===== src/rtl/palette_ram_pkg.sv =====
// Shared video definitions for the palette register file.
//   - wr_state_e  : write-scheduler FSM encoding (IDLE / WAIT / COMMIT)
//   - COLOR_W     : BGR233 colour width
//   - PAL_DEPTH   : number of palette entries, IDX_W the matching index width
//   - CNT_W       : width of the deferred-write tick counter
//   - DEFAULT_PAL : default reset contents (entry 0 in bits 7:0)
//   - clamp_delay : maps a requested delay onto the legal 1..15 tick range
package palette_ram_pkg;

    localparam int COLOR_W   = 8;
    localparam int PAL_DEPTH = 16;
    localparam int IDX_W     = $clog2(PAL_DEPTH);
    localparam int CNT_W     = 4;

    localparam logic [PAL_DEPTH*COLOR_W-1:0] DEFAULT_PAL = '0;

    typedef enum logic [1:0] {
        IDLE   = 2'd0,
        WAIT   = 2'd1,
        COMMIT = 2'd2
    } wr_state_e;

    // A delay of zero would never leave WAIT, so it is treated as one tick;
    // anything wider than the counter saturates at its maximum.
    function automatic logic [CNT_W-1:0] clamp_delay(input int d);
        if (d < 1)
            return CNT_W'(1);
        if (d > (1 << CNT_W) - 1)
            return {CNT_W{1'b1}};
        return CNT_W'(d);
    endfunction

endpackage


===== src/rtl/palette_ram_if.sv =====
// CPU-side palette write bus.
//   wr_req     : single-cycle write strobe from the I/O decoder
//   wr_idx     : palette entry to write (sampled with wr_req)
//   wr_data    : BGR233 colour to write (sampled with wr_req)
//   ovr_clr    : clears the sticky overrun flag
//   wr_pending : a write has been accepted and not yet committed
//   wr_overrun : sticky, a request arrived while a write was pending
// master = I/O decoder side, slave = palette block.
interface palette_ram_if;
    import palette_ram_pkg::*;

    logic               wr_req;
    logic [IDX_W-1:0]   wr_idx;
    logic [COLOR_W-1:0] wr_data;
    logic               ovr_clr;
    logic               wr_pending;
    logic               wr_overrun;

    modport master (
        output wr_req, wr_idx, wr_data, ovr_clr,
        input  wr_pending, wr_overrun
    );

    modport slave (
        input  wr_req, wr_idx, wr_data, ovr_clr,
        output wr_pending, wr_overrun
    );

endinterface


===== src/rtl/palette_wr_sched.sv =====
// Deferred palette-write scheduler. Latches a CPU write, holds it for
// WR_DELAY 6 MHz ticks, then emits a one-cycle commit strobe with the
// latched index/data. A newer request always replaces the latched one.
//   clk24, reset_n           : 24 MHz clock, async active-low reset
//   ce6                      : 6 MHz tick enable
//   wr_req, wr_idx, wr_data  : write request
//   ovr_clr                  : clear sticky overrun
//   wr_pending, wr_overrun   : status
//   commit, commit_idx/data  : one-cycle register-file write port
module palette_wr_sched
    import palette_ram_pkg::*;
#(
    parameter int WR_DELAY = 4
) (
    input  logic               clk24,
    input  logic               reset_n,
    input  logic               ce6,
    input  logic               wr_req,
    input  logic [IDX_W-1:0]   wr_idx,
    input  logic [COLOR_W-1:0] wr_data,
    input  logic               ovr_clr,
    output logic               wr_pending,
    output logic               wr_overrun,
    output logic               commit,
    output logic [IDX_W-1:0]   commit_idx,
    output logic [COLOR_W-1:0] commit_data
);

    localparam logic [CNT_W-1:0] DELAY = clamp_delay(WR_DELAY);

    wr_state_e          state_q, state_d;
    logic [CNT_W-1:0]   cnt_q, cnt_d;
    logic [IDX_W-1:0]   idx_q, idx_d;
    logic [COLOR_W-1:0] data_q, data_d;
    logic               ovr_q, ovr_d;

    // NOTE: non-blocking assignments for every flop, so all state updates
    // on the same edge see each other's old values.
    always_ff @(posedge clk24 or negedge reset_n) begin
        if (!reset_n) begin
            state_q <= IDLE;
            cnt_q   <= '0;
            idx_q   <= '0;
            data_q  <= '0;
            ovr_q   <= 1'b0;
        end else begin
            state_q <= state_d;
            cnt_q   <= cnt_d;
            idx_q   <= idx_d;
            data_q  <= data_d;
            ovr_q   <= ovr_d;
        end
    end

    always_comb begin
        // NOTE: every next-state signal gets a hold default first so no
        // path through the case leaves one unassigned (no latches).
        state_d = state_q;
        cnt_d   = cnt_q;
        idx_d   = idx_q;
        data_d  = data_q;
        ovr_d   = ovr_q;

        if (ovr_clr)
            ovr_d = 1'b0;

        unique case (state_q)
            IDLE: begin
                // A ce6 coinciding with the request is not counted.
                if (wr_req) begin
                    state_d = WAIT;
                    cnt_d   = DELAY;
                end
            end
            WAIT: begin
                if (wr_req) begin
                    cnt_d = DELAY;
                end else if (ce6) begin
                    // Counter never wraps; the tick reaching zero commits.
                    if (cnt_q <= CNT_W'(1)) begin
                        cnt_d   = '0;
                        state_d = COMMIT;
                    end else begin
                        cnt_d = cnt_q - CNT_W'(1);
                    end
                end
            end
            COMMIT: begin
                // The old write commits this cycle from idx_q/data_q; a new
                // request simply becomes the next pending write.
                if (wr_req) begin
                    state_d = WAIT;
                    cnt_d   = DELAY;
                end else begin
                    state_d = IDLE;
                end
            end
            default: state_d = IDLE;
        endcase

        if (wr_req) begin
            idx_d  = wr_idx;
            data_d = wr_data;
            // Placed after the clear so a simultaneous overrun wins.
            if (state_q != IDLE)
                ovr_d = 1'b1;
        end
    end

    assign wr_pending  = (state_q != IDLE);
    assign wr_overrun  = ovr_q;
    assign commit      = (state_q == COMMIT);
    assign commit_idx  = idx_q;
    assign commit_data = data_q;

endmodule


===== src/rtl/palette_ram.sv =====
// 16 x 8 palette register file between the video pipeline and the colour
// output path, with CPU writes deferred by WR_DELAY 6 MHz ticks.
//   clk24, reset_n : 24 MHz clock, async active-low reset
//   ce6            : 6 MHz tick enable
//   coloridx       : palette index from the video block
//   realcolor      : BGR233 colour for coloridx (combinational)
//   dbg_idx        : debug readback index
//   dbg_data       : palette contents at dbg_idx (combinational)
//   wr_bus         : CPU write bus (slave side)
module palette_ram
    import palette_ram_pkg::*;
#(
    parameter int                             WR_DELAY  = 4,
    parameter logic [PAL_DEPTH*COLOR_W-1:0]   RESET_PAL = DEFAULT_PAL
) (
    input  logic               clk24,
    input  logic               reset_n,
    input  logic               ce6,
    input  logic [IDX_W-1:0]   coloridx,
    output logic [COLOR_W-1:0] realcolor,
    input  logic [IDX_W-1:0]   dbg_idx,
    output logic [COLOR_W-1:0] dbg_data,
    palette_ram_if.slave       wr_bus
);

    logic               commit;
    logic [IDX_W-1:0]   commit_idx;
    logic [COLOR_W-1:0] commit_data;

    logic [COLOR_W-1:0] pal_q [PAL_DEPTH];

    palette_wr_sched #(
        .WR_DELAY (WR_DELAY)
    ) u_sched (
        .clk24       (clk24),
        .reset_n     (reset_n),
        .ce6         (ce6),
        .wr_req      (wr_bus.wr_req),
        .wr_idx      (wr_bus.wr_idx),
        .wr_data     (wr_bus.wr_data),
        .ovr_clr     (wr_bus.ovr_clr),
        .wr_pending  (wr_bus.wr_pending),
        .wr_overrun  (wr_bus.wr_overrun),
        .commit      (commit),
        .commit_idx  (commit_idx),
        .commit_data (commit_data)
    );

    // NOTE: the palette must come out of reset with defined colours, so
    // these entries are reset flops rather than an inferred RAM.
    always_ff @(posedge clk24 or negedge reset_n) begin
        if (!reset_n) begin
            for (int i = 0; i < PAL_DEPTH; i++)
                pal_q[i] <= RESET_PAL[i*COLOR_W +: COLOR_W];
        end else if (commit) begin
            pal_q[commit_idx] <= commit_data;
        end
    end

    // Both read ports are plain muxes; a commit shows up the next cycle.
    assign realcolor = pal_q[coloridx];
    assign dbg_data  = pal_q[dbg_idx];

endmodule


===== src/flat_wrapper.sv =====
// flat-port wrapper written by rule: the top's interface ports become plain ports
module palette_ram_flat import palette_ram_pkg::*;
#(
    parameter int                             WR_DELAY  = 4,
    parameter logic [PAL_DEPTH*COLOR_W-1:0]   RESET_PAL = DEFAULT_PAL
)
  (clk24, reset_n, ce6, coloridx, realcolor, dbg_idx, dbg_data, wr_bus_wr_req, wr_bus_wr_idx, wr_bus_wr_data, wr_bus_ovr_clr, wr_bus_wr_pending, wr_bus_wr_overrun);
  palette_ram_if wr_bus_i ();
  input  logic clk24;
  input  logic reset_n;
  input  logic ce6;
  input  logic [IDX_W-1:0] coloridx;
  output logic [COLOR_W-1:0] realcolor;
  input  logic [IDX_W-1:0] dbg_idx;
  output logic [COLOR_W-1:0] dbg_data;
  input wire logic [$bits(wr_bus_i.wr_req)-1:0] wr_bus_wr_req;
  input wire logic [$bits(wr_bus_i.wr_idx)-1:0] wr_bus_wr_idx;
  input wire logic [$bits(wr_bus_i.wr_data)-1:0] wr_bus_wr_data;
  input wire logic [$bits(wr_bus_i.ovr_clr)-1:0] wr_bus_ovr_clr;
  output wire logic [$bits(wr_bus_i.wr_pending)-1:0] wr_bus_wr_pending;
  output wire logic [$bits(wr_bus_i.wr_overrun)-1:0] wr_bus_wr_overrun;
  assign wr_bus_i.wr_req = wr_bus_wr_req;
  assign wr_bus_i.wr_idx = wr_bus_wr_idx;
  assign wr_bus_i.wr_data = wr_bus_wr_data;
  assign wr_bus_i.ovr_clr = wr_bus_ovr_clr;
  assign wr_bus_wr_pending = wr_bus_i.wr_pending;
  assign wr_bus_wr_overrun = wr_bus_i.wr_overrun;
  palette_ram #(.WR_DELAY(WR_DELAY), .RESET_PAL(RESET_PAL)) u_core (.clk24(clk24), .reset_n(reset_n), .ce6(ce6), .coloridx(coloridx), .realcolor(realcolor), .dbg_idx(dbg_idx), .dbg_data(dbg_data), .wr_bus(wr_bus_i));
endmodule

===== config.mk =====
export PLATFORM = sky130hd
export DESIGN_NAME = palette_ram_flat
export DESIGN_NICKNAME = d
export VERILOG_FILES = /design/src/rtl/palette_ram_pkg.sv /design/src/rtl/palette_ram_if.sv /design/src/rtl/palette_wr_sched.sv /design/src/rtl/palette_ram.sv /design/src/flat_wrapper.sv
export SDC_FILE = /design/constraint.sdc
export NUM_CORES = 1
export LEC_CHECK = 0
export BUFFER_PORTS_ARGS = -buffer_cell sky130_fd_sc_hd__buf_2
export CAP_MARGIN = 15
export CORE_AREA = 2 2 142 144
export CTS_BUF_LIST = sky130_fd_sc_hd__clkbuf_4 sky130_fd_sc_hd__clkbuf_8
export DETAILED_ROUTE_END_ITERATION = 12
export DIE_AREA = 0 0 144 146
export GPL_TIMING_DRIVEN = 0
export PLACE_DENSITY_LB_ADDON = 0.3
export SLEW_MARGIN = 10
export SYNTH_ARGS = -nofsm -noshare
export SYNTH_HDL_FRONTEND = slang
export SYNTH_HIERARCHICAL = 1
export SYNTH_SLANG_ARGS = --single-unit

===== constraint.sdc =====
create_clock -name clk24 -period 4.9 [get_ports clk24]
set_clock_uncertainty 0.05 [all_clocks]
set_input_delay 0.735 -clock clk24 [delete_from_list [all_inputs] [get_ports clk24]]
set_output_delay 0.735 -clock clk24 [all_outputs]
set_load 0.01 [all_outputs]

* Yosys cells after proc, flatten, opt, wreduce, memory -nomap -nowiden *
Cells that the tools add are included.

storage, ports and cells
  register bits after elaboration = 147
  word-level logic and storage cells = 68

cells by class
  $add $sub $neg = 1
  magnitude comparators = 5
  equality and inequality tests = 8
  mux-type cells = 23
  bitwise gates (word level) = 3
  reductions and logical operators = 7

operators by type and width
  kind                                                                      number
  128-bit bitwise mux                                                       1
  8-bit binary-select mux with 4-bit select                                 2
  8-bit 2-to-1 mux                                                          5
  8-bit demux with 4-bit select                                             1
  4-bit 2-to-1 mux                                                          4
  5-bit >= comparator (second input constant)                               3
  4-bit NOT with 5-bit output                                               3
  2-bit 2-to-1 mux                                                          4
  2-bit inequality test (second input constant)                             4
  4-bit one-hot mux with 2 select lines                                     1
  2-bit one-hot mux with 3 select lines                                     1
  5-bit by 1-bit < comparator with 1-bit output (second input constant)     1
  4-bit by 1-bit <= comparator with 1-bit output (second input constant)    1
  1-bit 2-to-1 mux                                                          4
  4-bit AND reduction                                                       1
  2-bit nonzero test                                                        2
  4-bit by 1-bit subtractor with 4-bit output (second input constant)       1
  3-bit inequality test (second input constant)                             1
  3-bit AND reduction                                                       1
  2-bit by 1-bit equality test with 1-bit output (second input constant)    1
  2-bit equality test (second input constant)                               1
  2-bit zero test                                                           1
  2-bit by 1-bit inequality test with 1-bit output (second input constant)  1
  2-bit OR reduction                                                        1
  1-bit logical AND                                                         1

* Logic depth before layout (Yosys ltp) *
Gate-level depths: netlist (run 1).

  depth in word-level cells = 6
  depth in mapped cells = 5
  mapped depth without buffers = 5

* Modules after synthesis *
Netlist (run 1), hierarchy kept.

modules (own cells, without submodules)
  module            times used  cells an instance  area an instance (um^2)  seq. area each (um^2)
  palette_ram       1           435                6851.6                   3203.1
  palette_wr_sched  1           67                 853.3                    475.5

* Least setup slack after synthesis (run 1) *
No wires, ideal clock.

  path type = input port to output port
  start = input port dbg_idx[0]
  end = output port dbg_data[0]
  arrival = 1.977 ns
  data required time = 4.115 ns
  setup slack = 2.138 ns
  stages on the path = 5
  cell sequence = buf_2 -> buf_2 -> mux4_2 -> a22oi_1 -> nand2_1

between the ends
  longest elaborated chain between the ends = 4

RTL lines
  element                                               RTL line            RTL
  from (decl)                                           flat_wrapper.sv:14  input logic [IDX_W-1:0] dbg_idx;
  4-bit NOT with 5-bit output (implied by the code)     palette_ram.sv:62   assign dbg_data = pal_q[dbg_idx];
  8-bit binary-select mux with 4-bit select             palette_ram.sv:62
  8-bit 2-to-1 mux (implied by the code) (2 in series)  palette_ram.sv:62
  to (decl)                                             flat_wrapper.sv:15  output logic [COLOR_W-1:0] dbg_data;

No other way between the ends. The select of a mux whose other input is x is not followed.

* Worst setup path after layout (run 1) *
  start = input port dbg_idx[1]
  end = output port dbg_data[3]

The elaborated chain is that of the path after synthesis.

==> flow_summary.toml, run 1 <==
[outcome]
status = "finished, final reports clean"

[timing]
final-max-slew-violation-count = 0
finalSetupTns_ns = 0
timing.fmax_ghz = 0.3001
min_period_over_period_pct = 68.01
rsz0062_at_grt = "false"
worstMarginPinSlew_ns = 1.103
setup_viol = 0
post-route-min-period_ns = 3.333
relSlewSlack_pct = 26.08
final.setup.worst_slack_ns = 1.567
finalHoldViolations = 0

[synth]
syn_area_per_cell_um2 = 15.35
syn-cell-area_um2 = 7705
synth_top_area_share_pct = 47.74
synthMuxAreaShare_pct = 39.56
synth_common_cells = "dfrtp_1 (147), mux2_2 (132), mux4_2 (64)"
seq_area_frac_synth_pct = 47.74
synth_edf_count = 0
synthAdderAreaFrac_pct = 0.3248
synthSimpleGateAreaFrac_pct = 5.538
ys_ff_latch = 147
synth_top_family_by_area = "multiplexers"
synth_nets = 529
yosysMostFrequentCell = "dfrtp_1"
yosysTopAreaCell = "dfrtp_1"
yosys_warnings = 6
synth.distinct_cells = 39
ys_async_sr_fraction_pct = 100.0
synth-compound-area-share_pct = 4.352
synthCells = 502
synth_xor_area_share_pct = 0
yosys-top-cells-area = "dfrtp_1 (48%), mux2_2 (19%), mux4_2 (19%), a22oi_1 (3.1%), mux2_4 (1.6%)"
synth-main-ff-cell = "dfrtp_1"

[routing]
drt-initial-drc-count = 293
vias = 4767
dr.pass1.iters = 4
routed_wl_um = 19120
antenna_left = 0
wl_per_cell_um = 22.78
via_per_inst = 5.682
drc_errors = 0

[die]
die_y_um = 146
dieArea_um2 = 21020
std_cell_rows = 51
ioPinCount = 43
chipWidth_um = 144
start_util_pct = 39.85
fp.coreArea_um2 = 19330

[finish]
drive_gt1_share_pct = 54.70
syn2layout_area_growth_pct = 13.12
num_antenna_cells = 0
post-route-util_pct = 45.08
finalInstanceArea_um2 = 8716
ff_latch_area_um2 = 3679
multi_input_area_um2 = 3835
nFillCells = 1704
final_nets = 588

[grt]
grt_usage_pct = 19.57
antenna_found_initial = 0
grt-ovfl-total = 0
grt_pass1_vias = 5250
grt_start_max_net_pins = 89
grt_first_pass_wirelength_um = 30330

[cts]
clk_path_buf_depth = 2
numCtsBuffers = 17
hold_buffers = 0
ctsResizeCount = 0
root_buffer = "clkbuf_8"
cts_max_level = 4
worstSkewPairLatency_ns = 0.44
post-cts-setup-buffers = 0
cts.sinks = 147
tritoncts = "built"
path_clk_slew_ns = 0.08

[placed_design]
port_buffers = 39
place_congestion = 0.8439
post-dp-hpwl_um = 13330
dpl_worst_slack_ns = 1.575
dpl_cell_area_um2 = 8269

[pwr]
power.leakage_nw = 4.030
p_per_area_nw_per_um2 = 339.7
peakVddDrop_mv = 0.1250

[flow_run]
maxCapViolCount = 0

[setup_path]
rr_startpoint = "u_core/u_sched/state_q[0]"
reg2reg_to = "u_core/pal_q[94]"
r2r_cells = 4
r2r_slack_ns = 2.52
crit_type = "primary input to output port"
crit_fanout = 10
end_kind = "output port"
arrival_ns = 2.55
cp_data_required_time_ns = 4.12
worstSetupStartpointType = "primary input"

[worst_hold_path]
min_path_type = "primary input to asynchronous set/reset pin"
## critical path, stage by stage
cell	delay, ns
buf_2	0.13
clkbuf_1	0.75
mux4_2	0.43
a22oi_1	0.26
nand2_1	0.09
buf_2	0.15
## through the flow
step | total power [mW] | hold slack (ns) | instances
final | 2.960 | 0.2319 | 839
after global routing | 3.114 | 0.2737 | 839
after CTS | 2.997 | 0.2326 | 839
after detailed placement | 1.930 | 0.4408 | 807
after global placement | 1.895 | 0.4315 | 806
after floorplan | 1.761 | 0.3894 | 502
## registers in the layout, summed over array words and instances (netlist names)
signal and count:
u_core/pal_q 128, u_core/u_sched/cnt_q 4, u_core/u_sched/commit_data 8, u_core/u_sched/commit_idx 4
u_core/u_sched/state_q 2, u_core/u_sched/wr_overrun 1
## metal layers
layer | up-vias | wire (µm) | global-route usage [%]
met5 | - | 0 | 0
met4 | 0 | 556 | 7.990
met2 | 131 | 9559 | 31.62
met3 | 38 | 1066 | 5.035
li1 | 2066 | - | -
met1 | 2532 | 7933 | 25.10
## area by class of cell
class	instances	share of cell area, %
clock buffer	20	3.086
sequential	147	42.21
tap	265	3.804
multi-input combinational	314	44.00
clock inverter	12	2.038
inverter	5	0.2153
timing repair buffer	40	2.670
buffer	36	1.981
## how the worst max path moves through the flow
stage / start / endpoint / slack, ns / cells past startpoint
global route: dbg_idx[1] / dbg_data[3] / 1.46 / 6
floorplan: dbg_idx[0] / dbg_data[0] / 2.14 / 5
detailed placement: dbg_idx[1] / dbg_data[3] / 1.58 / 6
CTS: coloridx[1] / realcolor[2] / 1.55 / 6
finish: dbg_idx[1] / dbg_data[3] / 1.57 / 6
global placement: reset_n / u_core/u_sched/cnt_q[0] / 0.93 / 1
## cell usage in the layout, fill, tap and decap left out, types with 2 or more instances in the layout
cell type,n
nand2b_4,2
clkinv_2,3
ha_1,2
nand3_1,4
clkbuf_8,19
nor2_1,5
nor2b_1,4
inv_1,5
a22oi_1,32
or2_2,2
buf_4,2
buf_2,50
bufinv_16,4
inv_6,2
mux2_2,132
clkbuf_1,16
buf_6,2
nor3_2,3
and2_1,2
dfrtp_1,147
nor3_4,3
a22o_1,2
nand2_1,20
mux2_4,8
nor2_2,6
o21ai_0,3
clkinv_4,2
a21oi_1,2
or3_1,3
nand3b_1,3
mux4_2,64
buf_1,4
## cells by family after synthesis
logic type / count (synthesis)
muxes: 204
DFF: 147
and+or+nand+nor: 64
AOI/OAI and AO/OA: 44
buffers and inverters: 41
adders and majority gates: 2
## power breakdown
group	total, mW	switching [mW]	internal (mW)
Sequential	1.43	0.0995	1.33
Clock	1.05	0.465	0.590
Combinational	0.481	0.235	0.245
Total	2.96	0.800	2.16
No activity file was read; power rests on OpenSTA's default activity.
==> run 2: changes to the inputs <==
Settings changed: ABC_AREA set to 1, CORE_AREA 2 2 142 144 to 2 2 148 150, DIE_AREA 0 0 144 146 to 0 0 150 152.
Clock period 4.9 ns to 3.2 ns, I/O delays scaled along.
==> run 2 against run 1 <==
Worst setup slack worse by 1.2 ns. Synthesized cell count rose by 150%. Global-route usage increased by 9.3 points. Utilization is 1.2 points lower. First-iteration DRC count rose to 3.4 times the previous value. Critical path type unchanged.
==> flow_summary.toml, run 2 <==
[outcome]
status = "finished, final reports clean"

[synth]
yosys-top-cells-area = "dfrtp_1 (44%), nand2_1 (21%), nand3_1 (14%), o21ai_0 (7.7%), inv_1 (7.0%)"
synth_top_area_share_pct = 43.96
yosys_warnings = 6
ys_async_sr_fraction_pct = 100.0
seq_area_frac_synth_pct = 43.96
synth-main-ff-cell = "dfrtp_1"
yosysMostFrequentCell = "nand2_1"
synthCells = 1232
ys_ff_latch = 147
synth.distinct_cells = 24
synth_edf_count = 0
synth_nets = 1259
yosysTopAreaCell = "dfrtp_1"
syn_area_per_cell_um2 = 6.792
syn-cell-area_um2 = 8368
synth_common_cells = "nand2_1 (467), nand3_1 (230), inv_1 (157)"

[worst_hold_path]
worstHoldStart = "wr_bus_wr_data[1]"
min_path_type = "primary input to register"
hold_path_end = "u_core/u_sched/commit_data[1]"
min_path_cells = 3

[timing]
post-route-min-period_ns = 2.793
relSlewSlack_pct = 34.45
final-max-slew-violation-count = 0
finalHoldViolations = 0
timing.fmax_ghz = 0.3581
holdWs_ns = 0.1679
worstMarginPinSlew_ns = 0.9796
min_period_over_period_pct = 87.27
setup_viol = 0
rsz0062_at_grt = "false"

[die]
die_y_um = 152
start_util_pct = 39.19
chipWidth_um = 150
fp.coreArea_um2 = 21350
ioPinCount = 43
dieArea_um2 = 22800
std_cell_rows = 54

[finish]
multi_input_area_um2 = 3750
nFillCells = 2249
num_antenna_cells = 0
regMostFlops = "u_core/pal_q"
final_nets = 1316
layout_common_cells = "nand2_1 (467), nand3_1 (230), inv_1 (157)"
drive_gt1_share_pct = 8.295
final_common_cell = "nand2_1"
ff_latch_area_um2 = 3679
syn2layout_area_growth_pct = 12.02
largest_reg_flops = 128

[placed_design]
post-dp-hpwl_um = 23480
port_buffers = 36
place_congestion = 1.090

[cts]
path_clk_slew_ns = 0.09
post-cts-setup-buffers = 0
cts.sinks = 147
root_buffer = "clkbuf_8"
ctsResizeCount = 0
numCtsBuffers = 17
worstSkewPairLatency_ns = 0.46
tritoncts = "built"
clk_path_buf_depth = 2
cts_max_level = 4

[setup_path]
end_kind = "output port"
crit_fanout = 10
r2r_slack_ns = 0.44
startpoint = "dbg_idx[1]"
cp_data_required_time_ns = 2.67
r2r_cells = 6
rr_startpoint = "u_core/u_sched/state_q[0]"
worstSetupStartpointType = "primary input"
crit_type = "primary input to output port"
reg2reg_to = "u_core/pal_q[117]"
arrival_ns = 2.26

[pwr]
comb_power_share_pct = 20.6
p_int_mw = 3.130
power_frac_seq_pct = 45.5
power.leakage_nw = 4.774
power_switching_share_pct = 33.03
peakVddDrop_mv = 0.3660
p_per_area_nw_per_um2 = 498.7
p_total_mw = 4.675
p_clk_share_pct = 33.9
p_switching_mw = 1.544

[routing]
routed_wl_um = 31780
vias = 8469
via_per_inst = 5.353
drt-initial-drc-count = 996
dr.pass1.iters = 6
drc_errors = 0
wl_per_cell_um = 20.09
antenna_left = 0

[grt]
antenna_found_initial = 0
grt_pass1_vias = 7939
grt_first_pass_wirelength_um = 49000
grt-ovfl-total = 0
grt_usage_pct = 28.88
grt_start_max_net_pins = 97

[flow_run]
maxCapViolCount = 0
-- run 2: how the worst max path moves through the flow --
stage,to,slack (ns),cells past startpoint
after global placement,u_core/pal_q[33],-0.59,1
after global routing,u_core/pal_q[54],0.30,7
after detailed placement,dbg_data[1],0.53,8
final,dbg_data[1],0.41,8
after CTS,dbg_data[1],0.52,8
after floorplan,dbg_data[1],1.32,7
-- run 2: cell families after synthesis --
logic type | synth area share, %
simple gates | 36.63
buf+inv | 11.23
fa+ha+maj | 0.2990
flops | 43.96
compound gates | 7.880
-- run 2: power by group through the flow --
stage	Combinational, mW	Sequential, mW	Clock, mW
after global placement	0.929	2.15	0
after floorplan	0.607	2.12	0
after global routing	1.09	2.15	1.70
final	0.965	2.13	1.58
after CTS	0.949	2.12	1.62
after detailed placement	0.947	2.16	0
-- run 2: timing repair --
item	4_1_cts	5_1_grt
hold endpoints to repair	51	0
hold buffers	1	0
setup endpoints to repair	0	0
-- run 2: per-layer routing --
metal	global-route usage, %	part of all wire, %	up-vias
met1	41.56	44	3998
met3	4.835	8.5	71
met5	0	0	-
met4	11.46	3.8	0
li1	-	-	3975
met2	43.29	44	425
-- run 2: area by class of cell --
cell class,instances,area share [%]
Sequential cell,147,39.24
Clock inverter,11,1.615
Inverter,160,6.407
Clock buffer,21,2.950
Timing Repair Buffer,38,2.429
Buffer,74,3.617
Multi-Input combinational cell,851,40.00
Tap cell,280,3.737
-- run 2: metrics by stage --
stage	setup slack, ns	instances	utilization (%)	instance area, µm²	setup TNS [ns]
3_3_place_gp	-0.5856	1548	41.68	8899	-82.88
6_report	0.4072	1582	43.91	9374	0
5_1_grt	0.2968	1582	43.91	9374	0
4_1_cts	0.5180	1582	43.91	9374	0
3_5_place_dp	0.5293	1549	41.85	8936	0
2_1_floorplan	1.319	1232	-	8368	0
-- run 2: critical path, stage by stage --
cell and delay [ns]:
clkbuf_1 0.20, inv_1 0.24, clkbuf_1 0.53, nand3_1 0.25, nand3_1 0.15, nand3_1 0.15, nand2_1 0.11, buf_2 0.13
==> run 3: changes to the inputs <==
Settings changed: CORE_AREA 2 2 148 150 to 2 2 190 118, DIE_AREA 0 0 150 152 to 0 0 192 120.
==> run 3 against run 2 <==
Combinational power up 6%. Register-to-register slack worse by 0.18 ns. Worst setup slack lost 0.29 ns. Critical path depth unchanged. Final cell count is 0.32% higher. Sequential share of layout area is 0.14 points higher. Die area grew 1.1%. Sequential cell count stayed put. Clock-buffer cell count down 4. Utilization shrank 0.34 points. Critical path type unchanged. Largest power group unchanged. Highest routed layer unchanged.
==> flow_summary.toml, run 3 (synthesized netlist as in run 2, its figures left out) <==
[timing]
post-route-min-period_ns = 3.079
worstMarginPinSlew_ns = 1.063
min_period_over_period_pct = 96.23
final-max-slew-violation-count = 0
timing.fmax_ghz = 0.3247
setup_viol = 0
rsz0062_at_grt = "false"
relSlewSlack_pct = 29.15
finalHoldViolations = 0

[setup_path]
arrival_ns = 2.55
crit_type = "primary input to output port"
end_kind = "output port"
crit_fanout = 10
worstSetupStartpointType = "primary input"
rr_startpoint = "u_core/u_sched/state_q[0]"
cp_data_required_time_ns = 2.67
r2r_cells = 6
startpoint = "dbg_idx[1]"
crit_end = "dbg_data[2]"
reg2reg_to = "u_core/pal_q[82]"
r2r_slack_ns = 0.26

[grt]
grt_pass1_vias = 8130
grt-ovfl-total = 0
grt_usage_pct = 31.70
grt_first_pass_wirelength_um = 51950
grt_start_max_net_pins = 84
antenna_found_initial = 0

[routing]
antenna_left = 0
vias = 8744
wl_per_cell_um = 21.94
via_per_inst = 5.510
routed_wl_um = 34820
drt-initial-drc-count = 1308
dr.pass1.iters = 5
drc_errors = 0

[pwr]
p_per_area_nw_per_um2 = 496.3
peakVddDrop_mv = 0.3838
power.leakage_nw = 4.744

[finish]
drive_gt1_share_pct = 8.154
layout_common_cells = "nand2_1 (467), nand3_1 (230), inv_1 (157)"
finalInstanceArea_um2 = 9341
final_common_cell = "nand2_1"
syn2layout_area_growth_pct = 11.63
regMostFlops = "u_core/pal_q"
post-route-util_pct = 43.57
final_nets = 1316
largest_reg_flops = 128

[flow_run]
maxCapViolCount = 0

[die]
dieArea_um2 = 23040
chipWidth_um = 192
die_y_um = 120
start_util_pct = 39.03
std_cell_rows = 42
ioPinCount = 43
fp.coreArea_um2 = 21440

[cts]
cts.sinks = 147
path_clk_slew_ns = 0.09
hold_buffers = 1
cts_max_level = 4
tritoncts = "built"
ctsResizeCount = 0
clk_path_buf_depth = 2
root_buffer = "clkbuf_8"
worstSkewPairLatency_ns = 0.48
post-cts-setup-buffers = 0
numCtsBuffers = 17

[placed_design]
dpl_cell_area_um2 = 8944
port_buffers = 36
post-dp-hpwl_um = 26100
place_congestion = 1.074

[outcome]
status = "finished, final reports clean"

[worst_hold_path]
min_path_type = "primary input to register"
run 3: cell types whose count changed in the layout (fill, tap and decap cells not counted):
| cell | change |
|---|---|
| diode_2 | +1 |
| inv_6 | +3 |
| bufinv_16 | -1 |
| clkinv_2 | -1 |
| clkbuf_8 | -2 |
| clkinvlp_4 | +2 |
| inv_8 | +1 |
| clkbuf_4 | -2 |
| clkinv_4 | -2 |
run 3: metrics by stage:
stage               setup WS (ns)  power (mW)  instances  setup TNS (ns)  hold WS (ns)
finish                     0.1206       4.636       1587               0        0.1363
global route               0.2004       4.887       1586               0        0.1044
CTS                        0.3137       4.635       1586               0        0.1170
detailed placement         0.3216       3.142       1555               0        0.4081
global placement          -0.5445       3.124       1554          -77.15        0.4154
floorplan                   1.319       2.731       1232               0        0.1344
run 3: worst min path at each step:
stage | cells after the start | endpoint | slack, ns | from
final | 2 | u_core/u_sched/wr_overrun | 0.14 | wr_bus_ovr_clr
after CTS | 2 | u_core/u_sched/wr_overrun | 0.12 | wr_bus_ovr_clr
after global placement | 2 | u_core/u_sched/cnt_q[1] | 0.42 | u_core/u_sched/cnt_q[1]
after detailed placement | 1 | u_core/u_sched/commit_data[5] | 0.41 | reset_n
after floorplan | 0 | u_core/pal_q[0] | 0.13 | reset_n
after global routing | 2 | u_core/u_sched/wr_overrun | 0.10 | wr_bus_ovr_clr
run 3: metal layers:
layer  GRT usage (%)  up-vias  share of wire (%)
li1                -     3971                  -
met1           48.99     4245                 47
met2           39.82      489                 37
met3           13.10       39                 15
met4           7.252        0                1.6
met5               0        -                  0
run 3: area by class of cell:
class / instances / area, µm²
fill: 2310 / 12100
multi-input combinational: 851 / 3750
sequential: 147 / 3679
inverter: 160 / 600.6
tap: 286 / 357.8
buffer: 74 / 339.1
clock buffer: 17 / 234.0
timing repair buffer: 38 / 227.7
clock inverter: 13 / 151.4
antenna: 1 / 2.502
run 3: report_power, final:
part,switching [mW],internal (mW)
Combinational,0.738,0.287
Sequential,0.115,2.01
Clock,0.790,0.699
run 3: worst max-delay path: stages:
cell and delay (ns):
clkbuf_1 0.22, inv_1 0.30, clkbuf_1 0.67, nand3_1 0.19, nand3_1 0.21, nand3_1 0.11
nand2_1 0.19, buf_2 0.17
